[config.mk]
export PLATFORM = sky130hd
export DESIGN_NAME = dfmul_seq
export DESIGN_NICKNAME = d
export VERILOG_FILES = /design/src/rtl/dfpu_pkg.sv /design/src/rtl/bcd_add_comb.sv /design/src/rtl/dfmul_seq.sv
export SDC_FILE = /design/constraint.sdc
export NUM_CORES = 2
export LEC_CHECK = 0
export ABC_CLOCK_PERIOD_IN_PS = 167800
export BUFFER_PORTS_ARGS = -buffer_cell sky130_fd_sc_hd__buf_4
export CAP_MARGIN = 20
export CORE_MARGIN = 3
export CORE_UTILIZATION = 45
export CTS_CLUSTER_SIZE = 8
export DETAILED_ROUTE_END_ITERATION = 10
export GPL_TIMING_DRIVEN = 0
export HOLD_SLACK_MARGIN = 0.05
export PLACE_DENSITY_LB_ADDON = 0.25
export SLEW_MARGIN = 20
export SYNTH_ARGS = -nofsm -noshare
export SYNTH_HDL_FRONTEND = slang
export SYNTH_HIERARCHICAL = 1
export SYNTH_SLANG_ARGS = --single-unit
[constraint.sdc]
create_clock -name clk -period 167.8 [get_ports clk]
set_input_delay 16.78 -clock clk [delete_from_list [all_inputs] [get_ports clk]]
set_output_delay 16.78 -clock clk [all_outputs]
set_load 0.02 [all_outputs]
[src/rtl/dfpu_pkg.sv]
// Shared DFPU definitions: digit width, multiplier FSM states and the
// leading-zero-digit scan used by the multiply and divide normalisers.
package dfpu_pkg;

  localparam int unsigned DIGW     = 4;
  localparam int unsigned LZD_MAXD = 128;
  localparam int unsigned LZD_W    = DIGW * LZD_MAXD;

  typedef enum logic [1:0] {IDLE, SHFT, ADDN, DONE} dfmul_st_t;

  // Counts zero digits from digit ndig-1 downward; callers zero-extend to LZD_W.
  function automatic logic [7:0] lzd_cnt(input logic [LZD_W-1:0] v, input int unsigned ndig);
    logic [7:0] cnt;
    logic       found;
    cnt   = '0;
    found = 1'b0;
    for (int unsigned i = LZD_MAXD; i > 0; i--) begin
      if ((i <= ndig) && !found) begin
        if (v[DIGW*(i-1) +: DIGW] != '0) found = 1'b1;
        else                             cnt   = cnt + 8'd1;
      end
    end
    return cnt;
  endfunction

endpackage

[src/rtl/bcd_add_comb.sv]
// Combinational N-digit packed-BCD adder: ripple carry per digit with +6 correction.
module bcd_add_comb #(
  parameter int unsigned N = 8
) (
  input  logic [4*N-1:0] a,
  input  logic [4*N-1:0] b,
  input  logic           ci,
  output logic [4*N-1:0] o,
  output logic           co
);

  always_comb begin
    logic       c;
    logic [4:0] s;
    o = '0;
    c = ci;
    s = '0;
    for (int unsigned i = 0; i < N; i++) begin
      s = {1'b0, a[4*i +: 4]} + {1'b0, b[4*i +: 4]} + {4'b0, c};
      if (s > 5'd9) begin
        s = s + 5'd6;
        c = 1'b1;
      end else begin
        c = 1'b0;
      end
      o[4*i +: 4] = s[3:0];
    end
    co = c;
  end

endmodule

[src/rtl/dfmul_seq.sv]
// Digit-serial BCD mantissa multiplier: p = a*b by shift-and-repeated-add,
// most significant multiplier digit first, plus leading-zero digit count of p.
module dfmul_seq
  import dfpu_pkg::*;
#(
  parameter int unsigned N = 33
) (
  input  logic             clk,
  input  logic             rst_n,
  input  logic             ld,
  input  logic [4*N-1:0]   a,
  input  logic [4*N-1:0]   b,
  output logic [8*N-1:0]   p,
  output logic             done,
  output logic [7:0]       lzcnt
);

  localparam int unsigned W    = DIGW * N;
  localparam int unsigned CntW = (N > 1) ? $clog2(N) : 1;

  dfmul_st_t       st_q, st_d;
  logic [2*W-1:0]  acc_q, acc_d, p_q, p_d, sum;
  logic [W-1:0]    ai_q, ai_d, bi_q, bi_d;
  logic [3:0]      dg_q, dg_d;
  logic [CntW-1:0] dcnt_q, dcnt_d;
  logic            done_q, done_d;

  bcd_add_comb #(.N(2*N)) ua1 (
    .a  (acc_q),
    .b  ({{W{1'b0}}, ai_q}),
    .ci (1'b0),
    .o  (sum),
    .co ()
  );

  always_ff @(posedge clk or negedge rst_n) begin
    if (!rst_n) begin
      st_q   <= IDLE;
      acc_q  <= '0;
      ai_q   <= '0;
      bi_q   <= '0;
      dg_q   <= '0;
      dcnt_q <= '0;
      p_q    <= '0;
      done_q <= 1'b0;
    end else begin
      st_q   <= st_d;
      acc_q  <= acc_d;
      ai_q   <= ai_d;
      bi_q   <= bi_d;
      dg_q   <= dg_d;
      dcnt_q <= dcnt_d;
      p_q    <= p_d;
      done_q <= done_d;
    end
  end

  // Load overrides every state, including an operation in flight.
  always_comb begin
    st_d = st_q;
    if (ld) begin
      st_d = SHFT;
    end else begin
      unique case (st_q)
        IDLE: st_d = IDLE;
        SHFT: st_d = ADDN;
        ADDN: if (dg_q == 4'd0) st_d = (dcnt_q == '0) ? DONE : SHFT;
        DONE: st_d = DONE;
        default: st_d = IDLE;
      endcase
    end
  end

  always_comb begin
    acc_d  = acc_q;
    ai_d   = ai_q;
    bi_d   = bi_q;
    dg_d   = dg_q;
    dcnt_d = dcnt_q;
    p_d    = p_q;
    done_d = done_q;
    if (ld) begin
      ai_d   = a;
      bi_d   = b;
      acc_d  = '0;
      dcnt_d = CntW'(N - 1);
      done_d = 1'b0;
    end else begin
      unique case (st_q)
        SHFT: begin
          // Top digit of acc is always zero here, so the x10 shift loses nothing.
          acc_d = {acc_q[2*W-5:0], 4'h0};
          dg_d  = bi_q[W-1 -: 4];
          bi_d  = {bi_q[W-5:0], 4'h0};
        end
        ADDN: begin
          if (dg_q != 4'd0) begin
            acc_d = sum;
            dg_d  = dg_q - 4'd1;
          end else if (dcnt_q != '0) begin
            dcnt_d = dcnt_q - CntW'(1);
          end
        end
        DONE: begin
          p_d    = acc_q;
          done_d = 1'b1;
        end
        default: ;
      endcase
    end
  end

  assign p    = p_q;
  assign done = done_q;

  always_comb begin
    lzcnt = lzd_cnt(LZD_W'(p_q), 2 * N);
  end

endmodule

; ---- Word level (Yosys, flattened, before mapping)
; Cells that the tools add are included.
[totals]
register_bits = 805
wordCells = 802
out_inout_bits = 273
inputBits = 267
[classes]
n_eq_ne = 7
mux = 408
bitwise = 1
reduce_logical = 81
n_lt_le_gt_ge = 66
add_sub_neg = 231
[ops]
columns = operator, count
row1 = 8-bit 2-to-1 mux, 129
row2 = 264-bit 2-to-1 mux, 2
row3 = 264-bit case mux with 2 select lines, 1
row4 = "8-bit by 1-bit adder with 8-bit output, second input constant", 64
row5 = "5-bit by 4-bit greater-than comparator with 1-bit output, second input constant", 66
row6 = 4-bit 2-to-1 mux, 67
row7 = 4-bit nonzero test, 67
row8 = "4-bit by 3-bit adder with 4-bit output, second input constant", 66
row9 = 132-bit 2-to-1 mux, 2
row10 = 1-bit 2-to-1 mux, 197
row11 = 4-bit by 1-bit adder with 5-bit output, 33
row12 = 4-bit by 4-bit adder with 5-bit output, 33
row13 = 5-bit by 1-bit adder with 5-bit output, 32
row14 = 6-bit 2-to-1 mux, 4
row15 = 2-bit nonzero test, 5
row16 = 2-bit 2-to-1 mux, 4
row17 = 2-bit case mux with 4 select lines, 1
row18 = 4-bit case mux with 2 select lines, 1
row19 = 6-bit zero test, 1
row20 = "3-bit inequality test, second input constant", 2
row21 = 3-bit AND reduction, 2
row22 = 6-bit nonzero test, 1
row23 = "6-bit by 1-bit subtractor with 6-bit output, second input constant", 1
row24 = "2-bit equality test, second input constant", 2
row25 = 9 further kinds, 11

; ---- Logic depth before layout (Yosys ltp)
[depth]
depth_word = 201
ltp_mapped = 528
mapped_depth_nobuf = 528

; ---- Cells and area by module
; Netlist, hierarchy kept.
[by_module_without_submodules]
columns = mod, instances, area_each_um2, seq_area_each_um2, cells_per_inst
row1 = dfmul_seq, 1, 45979.1, 20144.3, 4419
row2 = bcd_add_comb, 1, 15902.8, 0.0, 1907

; ---- Worst setup path after synthesis
; No wires, ideal clock.
[synth_path]
path_kind = register to register
start = register acc_q[0]
end = register acc_q[262]
required_ps = 167704
period_less_slack_ps = 107666
path_stages_with_launch = 529
arrival_ps = 107571
slack_ps = 60134
setup_time_ps = 96
path_buffers = 0
path_cell_list = dfrtp_1 -> fa_1 -> fa_1 -> xnor2_1 -> ha_1 -> a21boi_0 -> o41a_1 -> fa_1 -> inv_1 -> fa_1 -> xnor2_1 -> ha_1 -> nand2b_1 -> a22o_1 -> o31a_1 -> fa_1 -> inv_1 -> fa_1 -> [... 493 more ...] -> fa_1 -> inv_1 -> fa_1 -> inv_1 -> ha_1 -> nand2b_1 -> a22o_1 -> o31a_1 -> fa_1 -> inv_1 -> fa_1 -> xnor2_1 -> ha_1 -> a31o_1 -> o31a_1 -> mux2i_1 -> mux2i_1 -> o31ai_1
[synth_via]
elab_chain_cells = 201
elab_cells_between_ends = 202
classes_between = 67 x add/sub / 66 x order compare / 69 x mux
[synth_rtl]
columns = element, line_no
row1 = from (decl), dfmul_seq.sv:22  ; logic [2*W-1:0] acc_q, acc_d, p_q, p_d, sum;
row2 = from (signal assigned), dfmul_seq.sv:39  ; acc_q <= '0;
row3 = from (signal assigned), dfmul_seq.sv:48  ; acc_q <= acc_d;
row4 = 4-bit by 4-bit adder with 5-bit output (*), bcd_add_comb.sv:19  ; s = {1'b0, a[4*i +: 4]} + {1'b0, b[4*i +: 4]} + {4'b0, c};
row5 = 5-bit by 4-bit greater-than comparator with 1-bit output (*), bcd_add_comb.sv:20  ; if (s > 5'd9) begin
row6 = 1-bit 2-to-1 mux (*), bcd_add_comb.sv:20
row7 = 5-bit by 1-bit adder with 5-bit output (*), bcd_add_comb.sv:19
row8 = 5-bit by 4-bit greater-than comparator with 1-bit output (*), bcd_add_comb.sv:20
row9 = 1-bit 2-to-1 mux (*), bcd_add_comb.sv:20
row10 = 5-bit by 1-bit adder with 5-bit output (*), bcd_add_comb.sv:19
row11 = 5-bit by 4-bit greater-than comparator with 1-bit output (*), bcd_add_comb.sv:20
row12 = [... 186 more ...], --
row13 = 1-bit 2-to-1 mux (*), bcd_add_comb.sv:20
row14 = 4-bit by 1-bit adder with 5-bit output (*), bcd_add_comb.sv:19
row15 = 4-bit by 3-bit adder with 4-bit output or 5-bit by 4-bit greater-than comparator with 1-bit output (tied branches), "bcd_add_comb.sv:21, bcd_add_comb.sv:20"
row16 = 4-bit 2-to-1 mux (*), bcd_add_comb.sv:20
row17 = named net sum[262], dfmul_seq.sv:22
row18 = 264-bit 2-to-1 mux (*), dfmul_seq.sv:97  ; if (dg_q != 4'd0) begin
row19 = 264-bit case mux with 2 select lines (*), dfmul_seq.sv:89  ; unique case (st_q)
row20 = 264-bit 2-to-1 mux (*), dfmul_seq.sv:82  ; if (ld) begin
; The timed path passes the listed nets; every way through them passes the cells marked *. The select of a mux whose other input is x is not followed.
; A chain may end at the register's enable or synchronous reset.

; ---- Final worst setup path
; Same ends and word-level chain as after synthesis.

==> impl_summary.md <==
Outcome
The run finished with clean final reports.

Routing
The number of violations reported at the end of detailed-routing iteration 0 is 3334. After detailed routing, the number of remaining DRC violations is 0. The average wire per standard cell is about 20 µm. The number of vias per cell after detailed routing is 5.687. The first-pass iteration count of the detailed router is 6. The final routed wirelength across all metal layers is 177.3 mm. The via count is just over 50000. The count of antenna-violating nets left after detailed routing is 0.

Die
From left edge to right edge, the die measures about 380 µm. The effective utilization at floorplan is 0.4551. The count of boundary I/O pins is between 500 and 600. The die covers ~0.14 mm². The floorplan step defined a core boundary enclosing ~0.14 mm². Measured along the y axis, the die boundary spans around 380 µm. The floorplan has 135 rows.

Clock network
Clock latency on the worst-skew pair, taken at its later pin, is a little under 800 ps. The number of clock buffers inserted by TritonCTS is between 100 and 150. The total clock sinks is 805. The clock tree synthesis step divided the H-tree into 3 levels. The maximum buffer depth of the clock tree is 3. The cell chosen for the clock root is sky130_fd_sc_hd__clkbuf_16. Post-CTS timing repair inserted 0 buffers for setup. The cts-stage hold buffer count is 0. The TritonCTS clock tree is done.

The clock slew at the register clock pins of the worst setup and hold paths is 50 ps. The number of gates resized after CTS is 0.

STA
Measured against its own limit, the worst slew margin works out to 0.2475. The share of the clock period used by the worst path is 0.6984. The summed negative setup slack over all endpoints is 0 ps.

The number of failing hold endpoints at the final stage was 0. The time the final worst path needs with I/O delays and setup is 117190 ps. Timing would allow up to approximately 0.0085 GHz. The max-slew violation count is 0. At the pin with the least slew margin, the transition time is between 1000 and 1500 ps.

Setup repair after global routing left no endpoint under its margin. Setup violations remaining at the end of the flow were counted as 0. The maximum clock skew at final layout is about 55 ps.

Setup path
The delay of the slowest critical-path stage is around 480 ps. STA puts the critical path data required time at approximately 170000 ps. The internal reg-to-reg setup slack is 50610 ps. STA classifies the critical path endpoint as a flop. The slowest stage cell on the critical path is sky130_fd_sc_hd__fa_1. The critical path in this run is classified as flop to flop. In this run the worst path has a maximum fanout of 5. In this run the critical register-to-register path is launched from acc_q[0]. STA puts the critical path data arrival time at around 120000 ps. For the worst flop-to-flop path, the logic depth is 516. In this run the critical register-to-register path is captured at acc_q[262]. STA classifies the critical path startpoint as a flop. The critical path's most frequent cell is sky130_fd_sc_hd__fa_1.

Worst hold path
The worst hold path belongs to the class flop to flop. The path with the worst hold slack has its endpoint at ai_q[48]. In this run the most critical hold path is launched from ai_q[48]. The worst hold path cell count is 1.

Logic synthesis
Synthesis produced a netlist whose cell count is 6325. The warning count from the yosys run is 6. In this run the mean area of a mapped cell was 9.783 µm². After synthesis the cells add up to 0.06188 mm².

Global routing
The first-pass GRT wire length is approximately 280 mm. The via count of the first global-routing pass is 50590. The global-route usage over all layers is 0.2448. The maximum number of pins on one net before global-route repair is around 130.

The total overflow left after global routing is 0. The initial antenna violation count is 12.

Placed design
The total half-perimeter wirelength after legalization and detailed placement is between 100 and 150 mm. The routability-driven placement congestion ratio is around 0.92. Counting tap cells, the placed design contains a total of between 8000 and 9000 instances. The number of I/O port buffers is approximately 540.

Cells and area
The number of inserted filler cells in the final layout is 12290. The number of non-filler instances in the completed layout is about 9000. The combined area of the multi-input logic cells is around 0.040 mm².

Relative to the synthesized area, the layout overhead comes to 16.95%. Of the cells placed in the final design, the portion with a size suffix greater than 1 is 0.1740. The area occupied by registers is just over 0.02 mm².

For this run, the post-layout net count is slightly below 8000.

Run
The max capacitance violation total is 0.
-- sequential cells by signal, summed over array words and instances (netlist names) --
| name | flops |
|---|---|
| dg_q | 4 |
| st_q | 2 |
| acc_q | 264 |
| bi_q | 132 |
| p | 264 |
| ai_q | 132 |
| done | 1 |
| dcnt_q | 6 |
-- stage by stage --
stage / worst slack, ps / hold WS (ps) / instance area (µm²) / util
3_5_place_dp: 51740 / 496.3 / 69170 / 0.5087
3_3_place_gp: 53570 / 494.0 / 68770 / 0.5058
2_1_floorplan: 60150 / 466.7 / 62500 / -
6_report: 50610 / 502.9 / 72370 / 0.5322
5_1_grt: 43630 / 519.8 / 72360 / 0.5321
4_1_cts: 51110 / 507.1 / 72320 / 0.5318
-- per-layer routing --
metal  vias up  share of wire  track usage
met4        10          0.025      0.06927
li1      24310              -            -
met2      1254           0.47       0.4047
met1     25160           0.45       0.3312
met3       258          0.056      0.04032
met5         -        0.00038            0
-- worst max-delay path by stage --
stage,startpoint,endpoint,cells past startpoint
floorplan,acc_q[0],acc_q[262],528
global placement,acc_q[0],acc_q[262],527
detailed placement,acc_q[0],acc_q[262],523
CTS,acc_q[0],acc_q[262],520
global route,acc_q[0],acc_q[261],482
finish,acc_q[0],acc_q[262],516
-- layout by cell type (no fill, tap or decap), types with 114 or more instances in the layout --
| cell | instances |
|---|---|
| sky130_fd_sc_hd__nor2_1 | 330 |
| sky130_fd_sc_hd__clkbuf_1 | 223 |
| sky130_fd_sc_hd__o31ai_1 | 266 |
| sky130_fd_sc_hd__nand2_1 | 635 |
| sky130_fd_sc_hd__a21boi_0 | 139 |
| sky130_fd_sc_hd__a21oi_1 | 242 |
| sky130_fd_sc_hd__buf_4 | 544 |
| sky130_fd_sc_hd__mux2_2 | 405 |
| sky130_fd_sc_hd__ha_1 | 393 |
| sky130_fd_sc_hd__fa_1 | 132 |
| sky130_fd_sc_hd__xnor2_1 | 250 |
| sky130_fd_sc_hd__conb_1 | 166 |
| sky130_fd_sc_hd__inv_1 | 383 |
| sky130_fd_sc_hd__clkbuf_16 | 114 |
| sky130_fd_sc_hd__dfrtp_1 | 805 |
| sky130_fd_sc_hd__o21ai_0 | 232 |
| sky130_fd_sc_hd__mux2i_1 | 493 |
-- critical path, delay by kind of cell (launching register included) --
family                   cells  cell delay (ps)
AO/OA/AOI/OAI              133            31230
XOR/XNOR                    14             5630
buffers and inverters      117            10590
multiplexers                 2              310
flip-flops                   1              450
adder cells (fa/ha/maj)    198            65730
AND/OR/NAND/NOR             52             2940
-- final cells by class --
class | count | area share
timing repair buffer | 554 | 0.05974
buffer | 256 | 0.01381
tap | 1781 | 0.03079
clock inverter | 14 | 0.003527
sequential | 805 | 0.2784
multi-input combinational | 5045 | 0.5537
inverter | 384 | 0.01992
clock buffer | 122 | 0.03997
antenna | 5 | 0.0001729
Power is not shown: default switching activity piles up to over one toggle a cycle in this logic, so the estimate is an artifact.
